[src/rtl/fifo_rd_stream.sv]
// Read-side drain controller for the async FIFO: issues r_en under a 2-entry credit limit,
// captures data_read one cycle later and presents it as a packet-framed valid/ready stream.
module fifo_rd_stream #(
    parameter int DATA_WIDTH = 8,
    parameter int PKT_LEN    = 16
) (
    input  logic                  r_clk,
    input  logic                  r_rst_n,
    input  logic                  enable,
    input  logic                  empty,
    input  logic [DATA_WIDTH-1:0] data_read,
    output logic                  r_en,
    output logic                  m_valid,
    input  logic                  m_ready,
    output logic [DATA_WIDTH-1:0] m_data,
    output logic                  m_last,
    output logic [1:0]            level,
    output logic [15:0]           pkt_count
);

    localparam int WCW = (PKT_LEN > 1) ? $clog2(PKT_LEN) : 1;

    logic [DATA_WIDTH-1:0] buf_data [2];
    logic [1:0]            buf_last;
    logic [1:0]            cnt;
    logic                  pend;
    logic [WCW-1:0]        word_cnt;
    logic                  pop;
    logic                  cap_last;
    logic [2:0]            credit;

    assign pop      = m_valid & m_ready;
    // Occupancy after this edge if a read were issued now; an in-flight word already holds a slot.
    assign credit   = {1'b0, cnt} + {2'b00, pend} - {2'b00, pop};
    assign r_en     = r_rst_n & enable & ~empty & (credit <= 3'd1);
    assign cap_last = (word_cnt == WCW'(PKT_LEN - 1));

    assign m_valid  = (cnt != 2'd0);
    assign m_data   = buf_data[0];
    assign m_last   = buf_last[0];
    assign level    = cnt;

    always_ff @(posedge r_clk or negedge r_rst_n) begin
        if (!r_rst_n) begin
            pend        <= 1'b0;
            cnt         <= 2'd0;
            word_cnt    <= '0;
            pkt_count   <= 16'd0;
            buf_data[0] <= '0;
            buf_data[1] <= '0;
            buf_last    <= 2'b00;
        end else begin
            pend <= r_en;
            if (pend)
                word_cnt <= cap_last ? '0 : word_cnt + 1'b1;
            if (pop && buf_last[0])
                pkt_count <= pkt_count + 16'd1;
            // Entry 0 is always the head; a pop shifts entry 1 forward.
            case ({pend, pop})
                2'b10: begin
                    buf_data[cnt[0]] <= data_read;
                    buf_last[cnt[0]] <= cap_last;
                    cnt              <= cnt + 2'd1;
                end
                2'b01: begin
                    buf_data[0] <= buf_data[1];
                    buf_last[0] <= buf_last[1];
                    cnt         <= cnt - 2'd1;
                end
                2'b11: begin
                    if (cnt == 2'd1) begin
                        buf_data[0] <= data_read;
                        buf_last[0] <= cap_last;
                    end else begin
                        buf_data[0] <= buf_data[1];
                        buf_last[0] <= buf_last[1];
                        buf_data[1] <= data_read;
                        buf_last[1] <= cap_last;
                    end
                end
                default: ;
            endcase
        end
    end

endmodule

[config.mk]
export PLATFORM = sky130hd
export DESIGN_NAME = fifo_rd_stream
export DESIGN_NICKNAME = d
export VERILOG_FILES = /design/src/rtl/fifo_rd_stream.sv
export SDC_FILE = /design/constraint.sdc
export NUM_CORES = 1
export LEC_CHECK = 0
export BUFFER_PORTS_ARGS = -buffer_cell sky130_fd_sc_hd__buf_2
export CORE_UTILIZATION = 51
export CTS_CLUSTER_DIAMETER = 150
export DETAILED_ROUTE_END_ITERATION = 10
export MAX_ROUTING_LAYER = met4
export PLACE_DENSITY = 0.74
export REMOVE_ABC_BUFFERS = 1
export SLEW_MARGIN = 30
export SYNTH_ARGS = -nofsm -noshare
export SYNTH_HDL_FRONTEND = slang
export SYNTH_SLANG_ARGS = --single-unit
[constraint.sdc]
create_clock -name r_clk -period 4.9 [get_ports r_clk]
set_clock_uncertainty 0.15 [all_clocks]
set_input_delay 0.49 -clock r_clk [delete_from_list [all_inputs] [get_ports r_clk]]
set_output_delay 0.49 -clock r_clk [all_outputs]
set_load 0.01 [all_outputs]
# Yosys cells after proc, flatten, opt, wreduce, memory -nomap -nowiden
# Cells that the tools add are included.
# word_totals
register_bits	41
in_bits	13
wordCells	55
# classes
add_sub_neg	6
magnitude_cmp	5
eq_ne	6
muxes	16
bitwise_logic	6
reduce_logical	8
# op_table
cell	count
$mux 8	3
$pmux 8 s3	1
$add 16x1->16 const B	1
$bwmux 16	1
$pmux 8 s2	1
$demux 8 s1	1
$reduce_bool 2->1	3
$add 4x1->4 const B	1
$and 1x1->1	4
$eq 2x1->1 const B	2
$eq 2x2->1 const B	2
$eq 4x4->1 const B	1
$mux 4	1
$pmux 2 s2	1
$add 2x1->3	1
$le 3x1->1 const B	1
$logic_and 1x1->1	3
$mux 1	3
$pmux 1 s3	1
$reduce_bool 3->1	1
$sub 3x1->3	1
$add 2x1->2 const B	1
$bwmux 2	1
$ge 2x2->1 const B	1
other kinds (10)	10

# Depth between registers and ports, before layout
# Gate-level depths: netlist of the first run.
# logic_depth
depth_word	7
mapped_depth	10
mapped_depth_nobuf	10

# Least setup slack after synthesis of the first run
# Ideal clock, no wire load.
# synth_path
path_type	register to output
start	register cnt[0], in the netlist level[0]
end	output port r_en
t_arrival_ns	2.367
required_ns	4.260
path_slack_ns	1.893
path_stages_with_launch	11
path_cell_list	dfrtp_1 > inv_1 > ha_1 > nor2b_1 > ha_1 > inv_1 > ha_1 > inv_1 > fa_1 > nand4b_1 > nor2_1
# synth_between
elab_chain_cells	5
# synth_lines
item	line_no	source
start: declaration	25	logic [1:0] cnt;
start signal: assignment	63	cnt <= cnt + 2'd1;
start signal: assignment	68	cnt <= cnt - 2'd1;
branches (longest 2 deep; another with $add 2x1->3)	--	
$sub 3x1->3 *	34	assign credit = {1'b0, cnt} + {2'b00, pend} - {2'b00, pop};
$le 3x1->1 *	35	assign r_en = r_rst_n & enable & ~empty & (credit <= 3'd1);
$and 1x1->1 *	35	
end: declaration	12	output logic r_en,
# Mark *: on every way between the ends.

# Worst setup path in the final report of the first run
# Ends and elaborated chain as after synthesis.

==> flow_metrics.env, run 1 <==
export IMPL_combPwrFrac_pct=38.3
export IMPL_core_area_um2=3740
export IMPL_cts_sinks=41
export IMPL_min_path_type="in2async"
export IMPL_hold_buffers=0
export IMPL_dr_pass1_iters=4
export IMPL_io_pins=42
export IMPL_power_internal_w=0.000768
export IMPL_cts_root_buf="clkbuf_8"
export IMPL_cp_start_kind="register"
export IMPL_area_growth_pct=14.1
export IMPL_ant_nets=0
export IMPL_insertion_delay_ns=0.29
export IMPL_final_common_cell="dfrtp_1"
export IMPL_final_cell_mix="41 x dfrtp_1, 40 x buf_2, 27 x nand2_1"
export IMPL_crit_type="reg2out"
export IMPL_max_freq_mhz=279
export IMPL_m1WireLength_mm=1.72
export IMPL_clk_pin_slew_worst_paths_ns=0.08
export IMPL_yosys_register_bits=41
export IMPL_gp_congestion=0.757
export IMPL_crit_buf_inv=4
export IMPL_finalNetCount=255
export IMPL_cp_cell_sequence="inv_1 -> ha_1 -> nor2b_1 -> ha_1 -> inv_1 -> ha_1 -> inv_1 -> fa_1 -> nand4b_1 -> nor2_1 -> buf_2"
export IMPL_arrival_ns=2.94
export IMPL_cpMaxStageDelayCell="dfrtp_1"
export IMPL_p_per_area_nw_per_um2=543
export IMPL_tightestPinTransition_ns=0.810
export IMPL_rsz0062_at_grt="no"
export IMPL_worst_setup_path_end_kind="primary output"
export IMPL_switching_share_pct=38.6
export IMPL_fin_crit_sh_pct=73.1
export IMPL_maxSlewViolCount=0
export IMPL_p_seq_share_pct=44.1
export IMPL_pwr_share_clk_pct=17.6
export IMPL_start_util_pct=54.0
export IMPL_r2r_setup_slack_ns=2.18
export IMPL_p_leak_nw=1.16
export IMPL_die_area_um2=4220
export IMPL_ff2ff_path_depth=10
export IMPL_synthDistinctLibCells=34
export IMPL_viasPerCell=5.26
export IMPL_p_sw_w=0.000483
export IMPL_whs_ns=0.0198
export IMPL_dr_wl_met2_mm=1.76
export IMPL_synth_edf_count=0
export IMPL_num_rows=22
export IMPL_max_cap_violations=0
export IMPL_grt_ovfl_total=0
export IMPL_grt_pass1_wl_mm=6.23
export IMPL_crit_path_max_fanout=8
export IMPL_top_layer_used="met4"
export IMPL_cts_tree="done"
export IMPL_r2r_end="pend$_DFF_PN0_"
export IMPL_fp_dieW_um=64.9
export IMPL_cts_buffers=5
export IMPL_drt_wirelength_per_cell_um=13.3
export IMPL_r2r_start="level[0]$_DFFE_PN0N_"
export IMPL_layout_drive_gt1_share_pct=24.1
export IMPL_htree_levels=2
export IMPL_syn_inst=194
export IMPL_port_buffers=41
export IMPL_maxSlewHeadroom_pct=45.8
export IMPL_ir_worst_vdd_uv=338
export IMPL_cp_required_ns=4.26
export IMPL_dr_first_iter_drc_count=68
export IMPL_async_flop_share_pct=100
export IMPL_vias=1473
export IMPL_ys_warn_count=0
export IMPL_hpwl_mm=2.53
export IMPL_ys_seq_area_share_pct=50.8
export IMPL_drc=0
export IMPL_synth_area_per_cell_um2=10.4
export IMPL_path_delay_family="adder cells"
export IMPL_max_stage_delay_ns=0.51
export IMPL_grt_max_degree=43
export IMPL_wl_met3_um=190
export IMPL_cts_setup_buffers=0
export IMPL_finalCriticalPeriod_ns=3.58
export IMPL_cts_buffer_depth=2
export IMPL_ys_flop_type="dfrtp_1"
export IMPL_grt_pass1_vias=1378
export IMPL_routed_wl_mm=3.73
export IMPL_grtUsageTotal_pct=20.7
export IMPL_fp_dieH_um=64.9
export IMPL_finalHoldViolations=0
export IMPL_status="finished, final reports clean"
export IMPL_post_cts_resized=0
export IMPL_startpoint="level[0]$_DFFE_PN0N_"
export IMPL_n_antenna_cell=0
export IMPL_setup_violations=0
export IMPL_antenna_found_initial=0
export IMPL_fin_tns_setup_ns=0
export IMPL_synth_area_um2=2020
[how the worst max path moves through the flow]
stage	to	slack, ns	cells past startpoint
global placement	r_en	1.76	11
detailed placement	r_en	1.62	11
global route	r_en	1.08	11
finish	r_en	1.32	11
floorplan	r_en	1.89	10
CTS	r_en	1.29	11
[power by group through the flow]
stage          clock [W]  combinational (W)  sequential (W)
2_1_floorplan          0           0.000295        0.000573
3_3_place_gp           0           0.000469        0.000552
3_5_place_dp           0           0.000483        0.000553
4_1_cts         0.000228           0.000486        0.000549
5_1_grt         0.000241           0.000545        0.000566
6_report        0.000220           0.000479        0.000552
[metrics by stage]
| stage | worst slack (ns) | total power [W] | cells | cell area [um^2] | utilization, % |
|---|---|---|---|---|---|
| after floorplan | 1.89 | 0.000868 | 184 | 1950 | - |
| after global placement | 1.76 | 0.00102 | 273 | 2220 | 59.2 |
| after detailed placement | 1.62 | 0.00104 | 273 | 2220 | 59.2 |
| after CTS | 1.29 | 0.00126 | 280 | 2300 | 61.5 |
| after global routing | 1.08 | 0.00135 | 280 | 2300 | 61.6 |
| final | 1.32 | 0.00125 | 280 | 2300 | 61.6 |
[layer usage]
layer  up-vias  GRT usage, %
met5         -             -
met4         0          9.17
met3         5          7.04
met2        36          31.6
met1       704          24.6
li1        728             -
[synthesized netlist by cell type, types with 4 or more instances]
library cell | number | share of area (%)
a21oi_1 | 9 | 2.2
a22oi_1 | 8 | 3.0
buf_4 | 8 | 3.0
dfrtp_1 | 41 | 51
ha_1 | 9 | 5.6
inv_1 | 10 | 1.9
nand2_1 | 27 | 5.0
nand3_1 | 5 | 1.2
nand4_1 | 5 | 1.5
nor2_1 | 13 | 2.4
nor3_1 | 4 | 0.99
o21ai_0 | 11 | 2.7
xnor2_1 | 11 | 4.8
xor2_1 | 8 | 3.5
[sequential cells by signal (all words and copies together) (netlist names)]
register	count
buf_last	2
pkt_count	16
buf_data	8
m_data	8
level	2
word_cnt	4
pend	1
[final cells by class]
| cell class | count | area, um^2 |
|---|---|---|
| fillers | 327 | 1440 |
| flip-flops and latches | 41 | 1030 |
| multi-input cells | 132 | 883 |
| repair buffers | 41 | 208 |
| clock buffers | 7 | 86.3 |
| well taps | 48 | 60.1 |
| inverters | 11 | 41.3 |
[logic make-up (layout without fill, tap and decap cells)]
group	after synthesis	in the layout	synth area share (%)
and+or+nand+nor	65	65	16.6
DFF	41	41	50.8
AOI/OAI and AO/OA	36	36	11.2
buffers and inverters	21	59	5.51
xor gates and xnor gates	19	19	8.24
adders and majority gates	10	10	6.56
muxes	2	2	1.11
Note: power is estimated with default switching activity, not from simulation.
==> run 2: changes to the inputs <==
==> constraint.sdc (replaced) <==
create_clock -name r_clk -period 3.3 [get_ports r_clk]
set_clock_uncertainty 0.15 [all_clocks]
set_input_delay 0.33 -clock r_clk [delete_from_list [all_inputs] [get_ports r_clk]]
set_output_delay 0.33 -clock r_clk [all_outputs]
set_load 0.01 [all_outputs]
==> run 2 against run 1 <==
  * Sequential share of layout area down 1.6 points
  * Combinational power rose by 59%
  * Cell count increased by 3.2%
  * Worst hold slack improved by 0.11 ns
  * Critical path type unchanged
  * Critical path depth unchanged
  * First-iteration DRC count shrank 16%
  * Highest routed layer unchanged
  * Clock-buffer cell count unchanged
  * Die area stayed put
  * Clock power grew 88%
==> flow_metrics.env, run 2 (synthesis gave the netlist of run 1 again) <==
export IMPL_finalCriticalPeriod_ns=3.07
export IMPL_max_cap_violations=0
export IMPL_layout_drive_gt1_share_pct=27.4
export IMPL_drt_wirelength_per_cell_um=13.0
export IMPL_port_buffers=41
export IMPL_area_growth_pct=18.6
export IMPL_grtUsageTotal_pct=20.8
export IMPL_routed_wl_mm=3.76
export IMPL_totalPowerFinal_w=0.00199
export IMPL_p_leak_nw=1.21
export IMPL_fillers=317
export IMPL_maxSlewHeadroom_pct=48.6
export IMPL_final_common_cell="buf_2"
export IMPL_core_area_um2=3740
export IMPL_final_cell_mix="41 x buf_2, 39 x dfrtp_1, 27 x nand2_1"
export IMPL_antenna_found_initial=0
export IMPL_cts_root_buf="clkbuf_8"
export IMPL_placedInstanceArea_um2=2250
export IMPL_place_inst=277
export IMPL_dr_pass1_iters=4
export IMPL_finalWorstSetupSlack_ns=0.235
export IMPL_fp_dieW_um=64.9
export IMPL_cts_buffers=5
export IMPL_grt_max_degree=42
export IMPL_fp_dieH_um=64.9
export IMPL_num_rows=22
export IMPL_arrival_ns=2.59
export IMPL_drc=0
export IMPL_io_pins=42
export IMPL_fin_cells=289
export IMPL_cts_tree="done"
export IMPL_largest_register_ffs=16
export IMPL_maxSlewViolCount=0
export IMPL_finalHoldViolations=0
export IMPL_p_per_area_nw_per_um2=830
export IMPL_cp_start_kind="register"
export IMPL_path_delay_family="adder cells"
export IMPL_grt_pass1_wl_mm=6.35
export IMPL_crit_buf_inv=4
export IMPL_insertion_delay_ns=0.30
export IMPL_max_stage_delay_ns=0.47
export IMPL_ant_nets=0
export IMPL_gp_congestion=0.739
export IMPL_max_freq_mhz=326
export IMPL_status="finished, final reports clean"
export IMPL_n_antenna_cell=0
export IMPL_hpwl_mm=2.56
export IMPL_viasPerCell=5.16
export IMPL_cts_sinks=41
export IMPL_top_register="pkt_count"
export IMPL_cp_required_ns=2.82
export IMPL_grt_ovfl_total=0
export IMPL_cts_buffer_depth=2
export IMPL_design_area_um2=2400
export IMPL_fin_crit_sh_pct=92.9
export IMPL_worst_setup_path_end_kind="primary output"
export IMPL_grt_pass1_vias=1404
export IMPL_cp_cell_sequence="inv_1 -> ha_1 -> nor2b_1 -> ha_1 -> inv_1 -> ha_1 -> inv_1 -> fa_1 -> nand4b_1 -> nor2_1 -> buf_2"
export IMPL_dp_slack_ns=0.406
export IMPL_start_util_pct=54.0
export IMPL_htree_levels=2
export IMPL_setup_violations=0
export IMPL_ir_worst_vdd_uv=550
export IMPL_dr_first_iter_drc_count=57
export IMPL_tightestPinTransition_ns=0.768
export IMPL_vias=1492
export IMPL_cpMaxStageDelayCell="fa_1"
export IMPL_clk_pin_slew_worst_paths_ns=0.07
export IMPL_die_area_um2=4220
export IMPL_crit_path_max_fanout=6
export IMPL_crit_type="reg2out"
export IMPL_finalNetCount=263
export IMPL_min_path_type="in2reg"
run 2: final cells by class:
class,count,area (um^2),area share (%)
Sequential cell,41,1030,42.9
Multi-Input combinational cell,132,883,36.8
Timing Repair Buffer,49,268,11.2
Clock buffer,7,86.3,3.60
Tap cell,48,60.1,2.51
Inverter,11,41.3,1.72
Clock inverter,1,30.0,1.25
run 2: through the flow:
stage	util (%)	hold slack [ns]	setup TNS, ns
floorplan	-	-0.116	0
global route	64.0	0.140	-0.0174
global placement	60.0	0.308	0
detailed placement	60.0	0.322	0
finish	64.0	0.134	0
CTS	63.4	0.129	0
run 2: final timing paths:
kind,start,to,slack (ns),cells after the start
hold reg to reg,pkt_count[15]$_DFFE_PN0P_,pkt_count[15]$_DFFE_PN0P_,0.33,1
max in group asynchronous,r_rst_n,level[0]$_DFFE_PN0N_,2.12,3
hold / removal,data_read[0],buf_data[0]$_DFFE_PN0P_,0.13,3
min in group asynchronous,r_rst_n,pkt_count[1]$_DFFE_PN0P_,0.50,3
setup reg to reg,level[1]$_DFFE_PN0N_,buf_data[1]$_DFFE_PN0P_,0.85,8
setup / recovery,level[0]$_DFFE_PN0N_,r_en,0.23,11
run 2: where the power goes:
group          total [W]  internal [W]  switching [W]  leakage, nW
Sequential      0.000812      0.000673       0.000140        0.520
Clock           0.000414      0.000246       0.000167       0.0585
Combinational   0.000764      0.000344       0.000420        0.627
run 2: metal layers:
layer / part of all wire, % / up-vias / GRT usage (%)
li1: - / 743 / -
met1: 46 / 706 / 25.7
met2: 48 / 36 / 32.7
met3: 4.5 / 7 / 4.75
met4: 1.9 / 0 / 9.17
met5: 0 / - / -
run 2: timing repair:
| action | 4_1_cts | 5_1_grt |
|---|---|---|
| setup endpoints to repair | 0 | 1 |
| hold buffers | 1 | 0 |
| gates resized for setup | 0 | 2 |
| buffers inserted | 0 | 3 |
| endpoints found under the hold margin | 8 | 0 |
run 2: worst reg2reg max path, cell delays in order, from the launching register on:
cell and delay (ns):
dfrtp_2 0.45, inv_1 0.09, ha_1 0.20, nor2b_1 0.08, buf_4 0.15, ha_1 0.19
nor2b_1 0.16, a31oi_2 0.62, o21ai_0 0.21
